--- src/rtl/seg7_multi_digit_driver.sv ---
`default_nettype none
// ============================================================================
// Module  : seg7_multi_digit_driver
// Brief   : WIDTH-bit value to DIGITS active-low 7-segment digits, hex or
//           decimal (serial double-dabble), with blanking and overflow dashes.
// Revision: 1.0 - initial release
// ============================================================================
module seg7_multi_digit_driver #(
   parameter int WIDTH  = 6,
   parameter int DIGITS = 2
) (
   input  logic                  clk,
   input  logic                  rst,
   input  logic                  start,
   input  logic [WIDTH-1:0]      value,
   input  logic                  dec_mode,
   input  logic                  blank_lz,
   output logic                  busy,
   output logic                  done,
   output logic                  overflow,
   output logic [7*DIGITS-1:0]   seg_out
);

   localparam int BW = 4 * DIGITS;
   localparam int CW = $clog2(WIDTH + 1);
   localparam logic [6:0] c_blank = 7'b1111111;
   localparam logic [6:0] c_dash  = 7'b0111111;

   typedef enum logic [1:0] {
      S_IDLE   = 2'd0,
      S_SHIFT  = 2'd1,
      S_UPDATE = 2'd2
   } state_t;

   state_t                state_q;
   logic [WIDTH-1:0]      opnd_q;
   logic                  dec_q;
   logic                  blz_q;
   logic [BW-1:0]         bcd_q;
   logic                  sticky_q;
   logic [CW-1:0]         cnt_q;
   logic                  busy_q;
   logic                  done_q;
   logic                  ovf_q;
   logic [7*DIGITS-1:0]   seg_q;

   logic [BW-1:0]         bcd_adj;
   logic [BW-1:0]         bcd_d;
   logic [WIDTH-1:0]      opnd_d;
   logic                  carry_out;
   logic [BW-1:0]         hex_nib;
   logic                  hex_ovf;
   logic [BW-1:0]         nib;
   logic                  ovf_d;
   logic [7*DIGITS-1:0]   seg_d;
   logic                  lz_seen;

   function automatic logic [6:0] glyph(input logic [3:0] n);
      case (n)
         4'h0:    glyph = 7'b1000000;
         4'h1:    glyph = 7'b1111001;
         4'h2:    glyph = 7'b0100100;
         4'h3:    glyph = 7'b0110000;
         4'h4:    glyph = 7'b0011001;
         4'h5:    glyph = 7'b0010010;
         4'h6:    glyph = 7'b0000010;
         4'h7:    glyph = 7'b1111000;
         4'h8:    glyph = 7'b0000000;
         4'h9:    glyph = 7'b0010000;
         4'hA:    glyph = 7'b0001000;
         4'hB:    glyph = 7'b0000011;
         4'hC:    glyph = 7'b1000110;
         4'hD:    glyph = 7'b0100001;
         4'hE:    glyph = 7'b0000110;
         default: glyph = 7'b0001110;
      endcase
   endfunction

   // One double-dabble step: correct nibbles, then shift operand MSB into BCD.
   always_comb begin
      bcd_adj = bcd_q;
      for (int i = 0; i < DIGITS; i++) begin
         if (bcd_q[4*i +: 4] >= 4'd5) begin
            bcd_adj[4*i +: 4] = bcd_q[4*i +: 4] + 4'd3;
         end
      end
      {carry_out, bcd_d, opnd_d} = {bcd_adj, opnd_q, 1'b0};
   end

   generate
      if (WIDTH >= BW) begin : g_hex_trunc
         assign hex_nib = opnd_q[BW-1:0];
      end else begin : g_hex_ext
         assign hex_nib = {{(BW - WIDTH){1'b0}}, opnd_q};
      end

      if (WIDTH > BW) begin : g_hex_ovf
         assign hex_ovf = |opnd_q[WIDTH-1:BW];
      end else begin : g_hex_no_ovf
         assign hex_ovf = 1'b0;
      end
   endgenerate

   assign nib   = dec_q ? bcd_q : hex_nib;
   assign ovf_d = dec_q ? sticky_q : hex_ovf;

   // Scan from the top digit; digits before the first nonzero one may blank.
   always_comb begin
      seg_d   = '1;
      lz_seen = 1'b0;
      for (int i = DIGITS - 1; i >= 0; i--) begin
         if (nib[4*i +: 4] != 4'd0 || i == 0) begin
            lz_seen = 1'b1;
         end
         if (ovf_d) begin
            seg_d[7*i +: 7] = c_dash;
         end else if (blz_q && !lz_seen) begin
            seg_d[7*i +: 7] = c_blank;
         end else begin
            seg_d[7*i +: 7] = glyph(nib[4*i +: 4]);
         end
      end
   end

   always_ff @(posedge clk) begin
      if (rst) begin
         state_q  <= S_IDLE;
         opnd_q   <= '0;
         dec_q    <= 1'b0;
         blz_q    <= 1'b0;
         bcd_q    <= '0;
         sticky_q <= 1'b0;
         cnt_q    <= '0;
         busy_q   <= 1'b0;
         done_q   <= 1'b0;
         ovf_q    <= 1'b0;
         seg_q    <= '1;
      end else begin
         done_q <= 1'b0;
         busy_q <= (state_q == S_SHIFT);
         case (state_q)
            S_IDLE: begin
               if (start) begin
                  opnd_q   <= value;
                  dec_q    <= dec_mode;
                  blz_q    <= blank_lz;
                  bcd_q    <= '0;
                  sticky_q <= 1'b0;
                  cnt_q    <= '0;
                  state_q  <= dec_mode ? S_SHIFT : S_UPDATE;
               end
            end
            S_SHIFT: begin
               bcd_q    <= bcd_d;
               opnd_q   <= opnd_d;
               sticky_q <= sticky_q | carry_out;
               cnt_q    <= cnt_q + CW'(1);
               if (cnt_q == CW'(WIDTH - 1)) begin
                  state_q <= S_UPDATE;
               end
            end
            S_UPDATE: begin
               seg_q   <= seg_d;
               ovf_q   <= ovf_d;
               done_q  <= 1'b1;
               state_q <= S_IDLE;
            end
            default: state_q <= S_IDLE;
         endcase
      end
   end

   assign busy     = busy_q;
   assign done     = done_q;
   assign overflow = ovf_q;
   assign seg_out  = seg_q;

endmodule
`default_nettype wire

--- config.mk ---
export PLATFORM = sky130hd
export DESIGN_NAME = seg7_multi_digit_driver
export DESIGN_NICKNAME = d
export VERILOG_FILES = /design/src/rtl/seg7_multi_digit_driver.sv
export SDC_FILE = /design/constraint.sdc
export NUM_CORES = 1
export LEC_CHECK = 0
export ABC_AREA = 1
export CORE_MARGIN = 4
export CORE_UTILIZATION = 56
export DETAILED_ROUTE_END_ITERATION = 16
export MAX_ROUTING_LAYER = met4
export PLACE_DENSITY = 0.83
export SLEW_MARGIN = 20
export SYNTH_ARGS = -nofsm -noshare
export SYNTH_HDL_FRONTEND = slang
export SYNTH_SLANG_ARGS = --single-unit
--- constraint.sdc ---
create_clock -name clk -period 2.35 [get_ports clk]
set_clock_uncertainty 0.2 [all_clocks]
set_input_delay 0.235 -clock clk [delete_from_list [all_inputs] [get_ports clk]]
set_output_delay 0.235 -clock clk [all_outputs]
set_load 0.01 [all_outputs]
Word-level counts from Yosys, hierarchy flattened

Memory sizes are Yosys's and may differ from the RTL's.
Index checks and enable logic that the tools add are counted.

Bitwise logic cells: 1
Equality and inequality tests: 5
Reductions and logical operators: 8
Mux-type cells: 21
$add $sub $neg: 3
Order comparisons: 2

Operator list:

| kind                                                              | count |
|---|---|
| 2-to-1 mux 7 bit                                                  | 3 |
| 2-to-1 mux 8 bit                                                  | 2 |
| case mux 8 bit (2 select lines)                                   | 1 |
| case mux 6 bit (2 select lines)                                   | 1 |
| adder 4 x 2 -> 4 bit, second input constant                       | 2 |
| greater-or-equal comparator 4 x 3 -> 1 bit, second input constant | 2 |
| 2-to-1 mux 4 bit                                                  | 2 |
| 2-to-1 mux 2 bit                                                  | 3 |
| 2-to-1 mux 6 bit                                                  | 1 |
| case mux 3 bit (2 select lines)                                   | 1 |
| AND reduction 2 bit                                               | 3 |
| 2-to-1 mux 1 bit                                                  | 4 |
| case mux 2 bit (2 select lines)                                   | 1 |
| nonzero test 4 bit                                                | 1 |
| adder 3 x 1 -> 3 bit, second input constant                       | 1 |
| equality test 3 bit, second input constant                        | 1 |
| 2-to-1 mux 3 bit                                                  | 1 |
| equality test 2 x 1 -> 1 bit, second input constant               | 1 |
| equality test 2 bit, second input constant                        | 1 |
| zero test 2 bit                                                   | 1 |
| != test 2 x 1 -> 1 bit, second input constant                     | 1 |
| != test 2 bit, second input constant                              | 1 |
| case mux 1 bit (2 select lines)                                   | 1 |
| nonzero test 2 bit                                                | 1 |
| other kinds (3)                                                   | 3 |

Register bits after elaboration: 39
Logic and storage cells: 53
Memories kept: 2
Memory bits (read-only): 224
Input port bits: 11
Output and inout port bits: 17

Memories:

| memory          | depth | bits a word | rd ports | clocked after memory_dff | wr ports | RTL line | source |
|---|---|---|---|---|---|---|---|
| (no name shown) | 16    | 7           | 1        | 0                        | 0        | 59       | `case (n)` |
| (no name shown) | 16    | 7           | 1        | 0                        | 0        | 59       |  |

Logic depth before layout (Yosys ltp)

Gate-level depths: netlist of the first run.

Depth in word-level cells: 7
Gate-level depth with buffers: 11
Gate-level depth less buffers: 11

Worst setup path after synthesis of the first run

Ideal clock, no wire load.

Path type: reg2reg
From: register dec_q
To: register seg_q[10], in the netlist seg_out[10]
Slack: 0.512 ns
Stages on the path, launching flop included: 11
Library setup time: 0.115 ns
Path buffers: 1
Period minus slack after synthesis: 1.838 ns
Data required time: 2.035 ns
Data arrival time: 1.523 ns
Cells stage by stage: dfxtp_1 buf_6 nand2_1 o21ai_2 inv_1 ha_1 inv_1 o211ai_1 nand3_1 nand2_1 nand2_1

Cells in the longest elaborated chain, start to end: 7
Elaborated cells between the ends (all ways): 9
Those cells by class: mux (5); reduce/logical (3); memory (1)

Ends and longest elaborated chain:

| element                                                                     | RTL line | source |
|---|---|---|
| start: declaration                                                          | 37       | `logic dec_q;` |
| start signal: assignment                                                    | 145      | `dec_q <= dec_mode;` |
| parallel branches: the longest is 6 deep, another holds memory (16 x 7 bit) | -        |  |
| 2-to-1 mux 7 bit *                                                          | 115      | `if (ovf_d) begin` |
| end signal: assignment                                                      | 163      | `seg_q <= seg_d;` |
| end: declaration                                                            | 45       | `logic [7*DIGITS-1:0] seg_q;` |

Every way passes the cells marked *.
A chain may end at the register's enable or synchronous reset.

Worst setup path after layout of the first run

From: register dec_q
To: register seg_q[3], in the netlist seg_out[3]

Cells in the longest elaborated chain, start to end: 3
Elaborated cells between the ends (all ways): 4
Those cells by class: mux (3); memory (1)

Ends and longest elaborated chain:

| element             | RTL line | source |
|---|---|---|
| 2-to-1 mux 8 bit    | 104      | `assign nib = dec_q ? bcd_q : hex_nib;` |
| memory (16 x 7 bit) | -        |  |
| 2-to-1 mux 7 bit *  | 115      |  |

Every way passes the cells marked *; elsewhere a longest branch is shown, timed or not.

==> reports/metrics.yaml, run 1 <==
timing:
  final-hold-violation-count: 0
  min_period_over_period_pct: 85.7
  tightest_slew_ps: 455
  tns_ps: 0
  setup_viol: 0
  max-slew-margin-rel_pct: 69.4
  max_freq_mhz: 497
  fin_crit_ps: 2010
  rsz0062_at_grt: "false"
  hold_ws_ps: 272
  fin_ws_ps: 337
  slew_viol_final: 0
cts:
  cts-root-buf: "clkbuf_8"
  clkTransAtPathRegs_ps: 80
  cts_tree: "done"
  cts.sinks: 39
  cts_inserted_buffers: 5
  hold_buffers: 0
  clk_path_buf_depth: 2
  clock_latency_ps: 300
  cts-resized-gates: 0
  cts_setup_buffers: 0
  htreeDepth: 2
global_route:
  grt_antenna_before_repair: 0
  grt_pass1_vias: 2049
  grt_usage_pct: 21.8
  grt_pass1_wl_mm: 8.96
  grt_max_degree: 15
  grt-ovfl-total: 0
floorplan:
  dieArea_um2: 5360
  io_pins: 28
  die_h_um: 73.2
  initial_core_util_pct: 58.7
  core_area_um2: 4060
  rows: 23
  dieWidth_um: 73.2
setup_path:
  crit_path_top_delay_cell: "dfxtp_1"
  cp_top_family: "simple AND/OR/NAND/NOR gates"
  r2r_cells: 11
  arrival_ps: 2000
  start_kind: "flop"
  worstPathCellList: "buf_4, nand2_1, nand2_1, inv_1, ha_1, nand2_1, nand2_1, nand2_1, nand3_1, nand2_1, nand2_1"
  path_common_cell: "nand2_1"
  r2r_end: "seg_out[3]$_SDFFE_PP1P_"
  crit_fanout: 9
  r2r_slack_ps: 340
  crit_type: "flop to flop"
  r2r-start: "dec_q$_SDFFE_PP0P_"
  path_buf_inv: 2
  critPathCapture: "seg_out[3]$_SDFFE_PP1P_"
  cp.depth: 11
  crit_path_end_kind: "flop"
  slowest_delay_ps: 500
  cp-startpoint: "dec_q$_SDFFE_PP0P_"
  cp_data_required_time_ps: 2340
finish:
  areaGrowthSynthToFinish_pct: 17.4
  final_common_cell: "nand2_1"
  final_util_pct: 68.9
  final_layout_size_suffix_gt1_share_pct: 7.14
  n_antenna_cell: 0
  final_cell_mix: "nand2_1, nand3_1, dfxtp_1, inv_1, clkdlybuf4s50_1"
  final_cells: 428
  fin_nets: 407
route:
  drc: 0
  vias: 2292
  wl_per_cell_um: 12.3
  drtPass1Iterations: 5
  drtIter0Drc: 175
  drt_wl_total_mm: 5.28
  via_per_inst: 5.36
  ant_nets: 0
power:
  p_leak_nw: 1.29
  power_density_nw_per_um2: 623
  irDropWorstVdd_v: 0.000334
placement:
  dpl_worst_slack_ps: 389
  hpwl_mm: 4.04
  numPortBuffers: 27
  post-place-cells: 420
  gp_congestion: 0.918
logic_synthesis:
  synthCells: 350
  yosysTopAreaCellShare_pct: 32.8
  synthFlopType: "dfxtp_1"
  synth_area_per_cell_um2: 6.81
  syn-cell-area_um2: 2380
  synth_fp_nets: 380
  ys_types: 27
  synth.largest_area_cell: "dfxtp_1"
  ys_ff_latch: 39
  synth_warnings: 0
  synth_area_leaders: "dfxtp_1, nand2_1, ha_1"
  yosysSeqAreaShare_pct: 32.8
  synth_edf_count: 0
  async_flop_share_pct: 0
hold_path:
  min_path_cells: 2
  hold_path_class: "flop to flop"
outcome:
  status: "finished clean"
job:
  max_cap_viol_count: 0
[cell usage after synthesis, types with 3 or more instances]
master    instances
nand2_1         109
nand3_1          41
dfxtp_1          39
inv_1            35
a21oi_1          26
ha_1             19
o21ai_0          19
nor2_1           13
o211ai_1          6
a31oi_1           5
nand2_4           5
clkbuf_1          4
inv_2             4
buf_4             3
nor3_1            3
o31ai_1           3
[cell type report]
cell class,instances,area [µm²]
Sequential cell,39,781
Timing Repair Buffer,32,308
Fill cell,364,1260
Multi-Input combinational cell,260,1380
Clock buffer,6,82.6
Tap cell,50,62.6
Clock inverter,2,35.0
Inverter,39,146
[per-stage QoR]
stage          power, mW  area [µm²]
6_report            1.74        2800
5_1_grt             1.84        2800
4_1_cts             1.75        2800
3_5_place_dp        1.17        2680
3_3_place_gp        1.16        2680
2_1_floorplan       1.04        2380
[routing by layer]
metal / part of all wire, % / global-route usage (%) / wire [µm]
met5: 0 / - / 0
met4: 1.4 / 6.97 / 73
met3: 6.1 / 5.10 / 323
met2: 49 / 37.0 / 2590
met1: 43 / 25.1 / 2300
[cells by family after synthesis]
| group | count (synthesis) | share of synthesized area (%) |
|---|---|---|
| compound gates | 62 | 14.5 |
| simple gates | 178 | 33.1 |
| flops | 39 | 32.8 |
| xor+xnor | 1 | 0.368 |
| fa+ha+maj | 19 | 9.98 |
| buf+inv | 51 | 9.24 |
[how the worst min path moves through the flow]
stage	slack, ps	start	to
floorplan	180	value[0]	opnd_q[0]$_SDFFE_PP0P_
global placement	250	seg_out[5]$_SDFFE_PP1P_	seg_out[5]$_SDFFE_PP1P_
global route	290	seg_out[11]$_SDFFE_PP1P_	seg_out[11]$_SDFFE_PP1P_
detailed placement	260	seg_out[5]$_SDFFE_PP1P_	seg_out[5]$_SDFFE_PP1P_
CTS	280	seg_out[5]$_SDFFE_PP1P_	seg_out[5]$_SDFFE_PP1P_
finish	270	seg_out[11]$_SDFFE_PP1P_	seg_out[11]$_SDFFE_PP1P_
[tightest hold or removal path, stage by stage, from the launching register on]
cell	delay (ps)
dfxtp_1	330
a21oi_1	60
nand2_1	50
[report_power, final]
| group | switching (mW) | internal (mW) | leakage [nW] |
|---|---|---|---|
| registers | 0.0350 | 0.707 | 0.319 |
| logic | 0.246 | 0.170 | 0.912 |
| clock network | 0.240 | 0.344 | 0.0612 |
[registers in the layout, indices dropped and copies added (netlist names)]
name and flops:
seg_out 14, bcd_q 8, opnd_q 6, cnt_q 3, state_q 2, blz_q 1
busy 1, dec_q 1, done 1, overflow 1, sticky_q 1
No activity file was read; power rests on OpenSTA's default activity.
==> run 2: changes to the inputs <==
--- a/config.mk
+++ b/config.mk
@@ -7,8 +7,7 @@
 export LEC_CHECK = 0
-export ABC_AREA = 1
 export CORE_MARGIN = 4
-export CORE_UTILIZATION = 56
+export CORE_UTILIZATION = 55
 export DETAILED_ROUTE_END_ITERATION = 16
 export MAX_ROUTING_LAYER = met4
-export PLACE_DENSITY = 0.83
+export PLACE_DENSITY = 0.82
 export SLEW_MARGIN = 20
==> constraint.sdc (replaced) <==
create_clock -name clk -period 2.35 [get_ports clk]
set_clock_uncertainty 0.2 [all_clocks]
set_input_delay 0.3525 -clock clk [delete_from_list [all_inputs] [get_ports clk]]
set_output_delay 0.3525 -clock clk [all_outputs]
set_load 0.01 [all_outputs]
==> run 2 against run 1 <==
Synthesized cell count is 23% lower. Largest power group unchanged. Global-route usage down 0.55 points. Non-clock buffer count grew 8. Area after synthesis fell by 3.8%. Via count down 13%. Sequential power down 1%. First-iteration DRC count down 31%. Largest cell class unchanged. Worst setup slack got worse by 230 ps. Highest routed layer unchanged. Hold slack gained 11 ps.
==> reports/metrics.yaml, run 2 <==
logic_synthesis:
  yosysSeqAreaShare_pct: 34.1  # +1.3 points
  synth.largest_area_cell: "dfxtp_1"
  synth_area_per_cell_um2: 8.45  # +24%
  yosysTopAreaCellShare_pct: 34.1  # +1.3 points
  synth.most_common_cell: "dfxtp_1"
  synth_area_leaders: "dfxtp_1, ha_1, nor2_1"
  yosys-top-cells-count: "dfxtp_1, nor2_1, a21oi_1, ha_1, nand2_1"
  ys_types: 46  # +70%
  syn-cell-area_um2: 2290  # -3.8%
  ys_ff_latch: 39  # unchanged
  async_flop_share_pct: 0  # unchanged
  synthFlopType: "dfxtp_1"
  synth_fp_nets: 301  # -21%
  synth_edf_count: 0  # unchanged
  synthCells: 271  # -23%
  synth_warnings: 0  # unchanged
floorplan:
  initial_core_util_pct: 56.9  # -1.8 points
  dieArea_um2: 5260  # -1.9%
  die_h_um: 72.5  # -0.94%
  core_area_um2: 4030  # -0.71%
  io_pins: 28  # unchanged
  dieWidth_um: 72.5  # -0.94%
  rows: 23  # unchanged
timing:
  slew_viol_final: 0  # unchanged
  fin_crit_ps: 2240  # +226 ps
  tns_ps: 0  # unchanged
  final-hold-violation-count: 0  # unchanged
  min_period_over_period_pct: 95.3  # +9.6 points
  tightest_slew_ps: 476  # +21.3 ps
  fin_ws_ps: 111  # -226 ps
  max-slew-margin-rel_pct: 68.3  # -1.1 points
  setup_viol: 0  # unchanged
  rsz0062_at_grt: "false"
  max_freq_mhz: 447  # -10%
  hold_ws_ps: 283  # +10.9 ps
cts:
  clk_path_buf_depth: 2  # unchanged
  htreeDepth: 2  # unchanged
  clock_latency_ps: 290  # about the same
  hold_buffers: 0  # unchanged
  cts_setup_buffers: 0  # unchanged
  clkTransAtPathRegs_ps: 80  # about the same
  cts_tree: "done"
  cts_inserted_buffers: 5  # unchanged
  cts-root-buf: "clkbuf_8"
  cts.sinks: 39  # unchanged
finish:
  final_layout_size_suffix_gt1_share_pct: 10.3  # +3.2 points
  n_antenna_cell: 0  # unchanged
  final_common_cell: "dfxtp_1"
  final_util_pct: 68.4  # -0.47 points
  final_cell_mix: "dfxtp_1, nor2_1, clkdlybuf4s50_1"
  fin_nets: 330  # -19%
  areaGrowthSynthToFinish_pct: 20.4
  final_area_um2: 2760  # -1.4%
  largest_reg_flops: 14  # unchanged
power:
  switching_share_pct: 27.8  # -2.1 points
  p_leak_nw: 1.10  # -15%
  power_density_nw_per_um2: 568  # -8.7%
  power_frac_clock_pct: 31.8  # -1.7 points
  combinationalPowerShare_pct: 21.4  # -2.5 points
  irDropWorstVdd_v: 0.000437  # +31%
  internal_power_mw: 1.13  # -7.3%
  pwr-share-seq_pct: 46.8  # +4.2 points
  p_switching_mw: 0.436  # -16%
route:
  ant_nets: 0  # unchanged
  drc: 0  # unchanged
  via_per_inst: 5.68  # +6.0%
  drtIter0Drc: 120  # -31%
  drtPass1Iterations: 4  # -1
  drt_wl_total_mm: 4.97  # -5.9%
  vias: 1993  # -13%
  wl_per_cell_um: 14.2  # +15%
global_route:
  grt-ovfl-total: 0  # unchanged
  grt_pass1_vias: 1817  # -11%
  grt_pass1_wl_mm: 8.49  # -5.2%
  grt_usage_pct: 21.2  # -0.55 points
  grt_max_degree: 19  # +4
  grt_antenna_before_repair: 0  # unchanged
setup_path:
  arrival_ps: 2220  # +220 ps
  start_kind: "flop"
  r2r_end: "seg_out[13]$_SDFFE_PP1P_"
  r2r_cells: 9  # -2
  critPathCapture: "seg_out[13]$_SDFFE_PP1P_"
  cp_data_required_time_ps: 2330  # about the same
  r2r-start: "dec_q$_SDFFE_PP0P_"
  r2r_slack_ps: 110  # -230 ps
  crit_type: "flop to flop"
  crit_fanout: 18  # +9
  crit_path_end_kind: "flop"
  cp-startpoint: "dec_q$_SDFFE_PP0P_"
placement:
  gp_congestion: 0.868  # -5.4%
  dpl_cell_area_um2: 2650  # -0.93%
  numPortBuffers: 27  # unchanged
  hpwl_mm: 3.73  # -7.8%
  dpl_worst_slack_ps: 116  # -272 ps
outcome:
  status: "finished clean"
job:
  max_cap_viol_count: 0  # unchanged
hold_path:
  hold_path_class: "flop to flop"
[run 2: critical path, cell delays in order (launching register included)]
cell	delay (ps)
dfxtp_1	420
buf_6	200
nand2b_1	140
and2_1	230
inv_1	120
ha_1	250
nand2_1	100
a21oi_1	70
a221oi_1	280
o21ai_0	120
[run 2: layout make-up]
class,instances,area [µm²]
clock buffer,8,100
fill,340,1270
inverter,13,48.8
multi-input combinational,201,1390
sequential,39,781
tap,50,62.6
timing repair buffer,40,372
[run 2: per-stage QoR]
stage          total power, mW  instances
2_1_floorplan            0.961        271
3_3_place_gp              1.08        343
3_5_place_dp              1.08        343
4_1_cts                   1.59        351
5_1_grt                   1.65        351
6_report                  1.57        351
[run 2: worst min path at each step]
stage	to	from	cells past startpoint	slack, ps
final	seg_out[3]$_SDFFE_PP1P_	seg_out[3]$_SDFFE_PP1P_	1	280
after floorplan	cnt_q[2]$_SDFFE_PP0P_	cnt_q[2]$_SDFFE_PP0P_	2	260
after global placement	seg_out[13]$_SDFFE_PP1P_	seg_out[13]$_SDFFE_PP1P_	2	260
after global routing	seg_out[3]$_SDFFE_PP1P_	seg_out[3]$_SDFFE_PP1P_	1	310
after CTS	seg_out[3]$_SDFFE_PP1P_	seg_out[3]$_SDFFE_PP1P_	1	280
after detailed placement	seg_out[3]$_SDFFE_PP1P_	seg_out[3]$_SDFFE_PP1P_	1	270
[run 2: layer usage]
layer | vias to the layer above | share of wire (%) | track usage, %
li1 | 1017 | - | -
met1 | 920 | 47 | 27.0
met2 | 47 | 45 | 32.0
met3 | 9 | 4.9 | 4.57
met4 | 0 | 2.3 | 10.0
met5 | - | 0 | -
[run 2: kinds of logic after synthesis]
kind of cell / count (synthesis) / share of synthesized area [%]
AOI/OAI and AO/OA: 70 / 20.6
buffers and inverters: 31 / 5.52
xor gates and xnor gates: 5 / 1.91
muxes: 15 / 8.30
adders and majority gates: 19 / 10.4
DFF: 39 / 34.1
and+or+nand+nor: 92 / 19.2
[run 2: power groups by stage]
| stage | Sequential [mW] | Clock [mW] | Combinational, mW |
|---|---|---|---|
| after floorplan | 0.752 | 0 | 0.209 |
| after CTS | 0.734 | 0.517 | 0.335 |
| after global placement | 0.749 | 0 | 0.327 |
| after global routing | 0.740 | 0.538 | 0.374 |
| final | 0.734 | 0.498 | 0.336 |
| after detailed placement | 0.750 | 0 | 0.334 |
[run 2: repair_timing]
item                       4_1_cts  5_1_grt
setup endpoints to repair        0        1
gates resized for setup          0        1
hold endpoints to repair         0        0
==> run 3: changes to the inputs <==
- CTS_CLUSTER_DIAMETER: default -> 50
==> results of run 3 <==
Same layout as run 2: the final DEF is identical, and so are final timing and power.
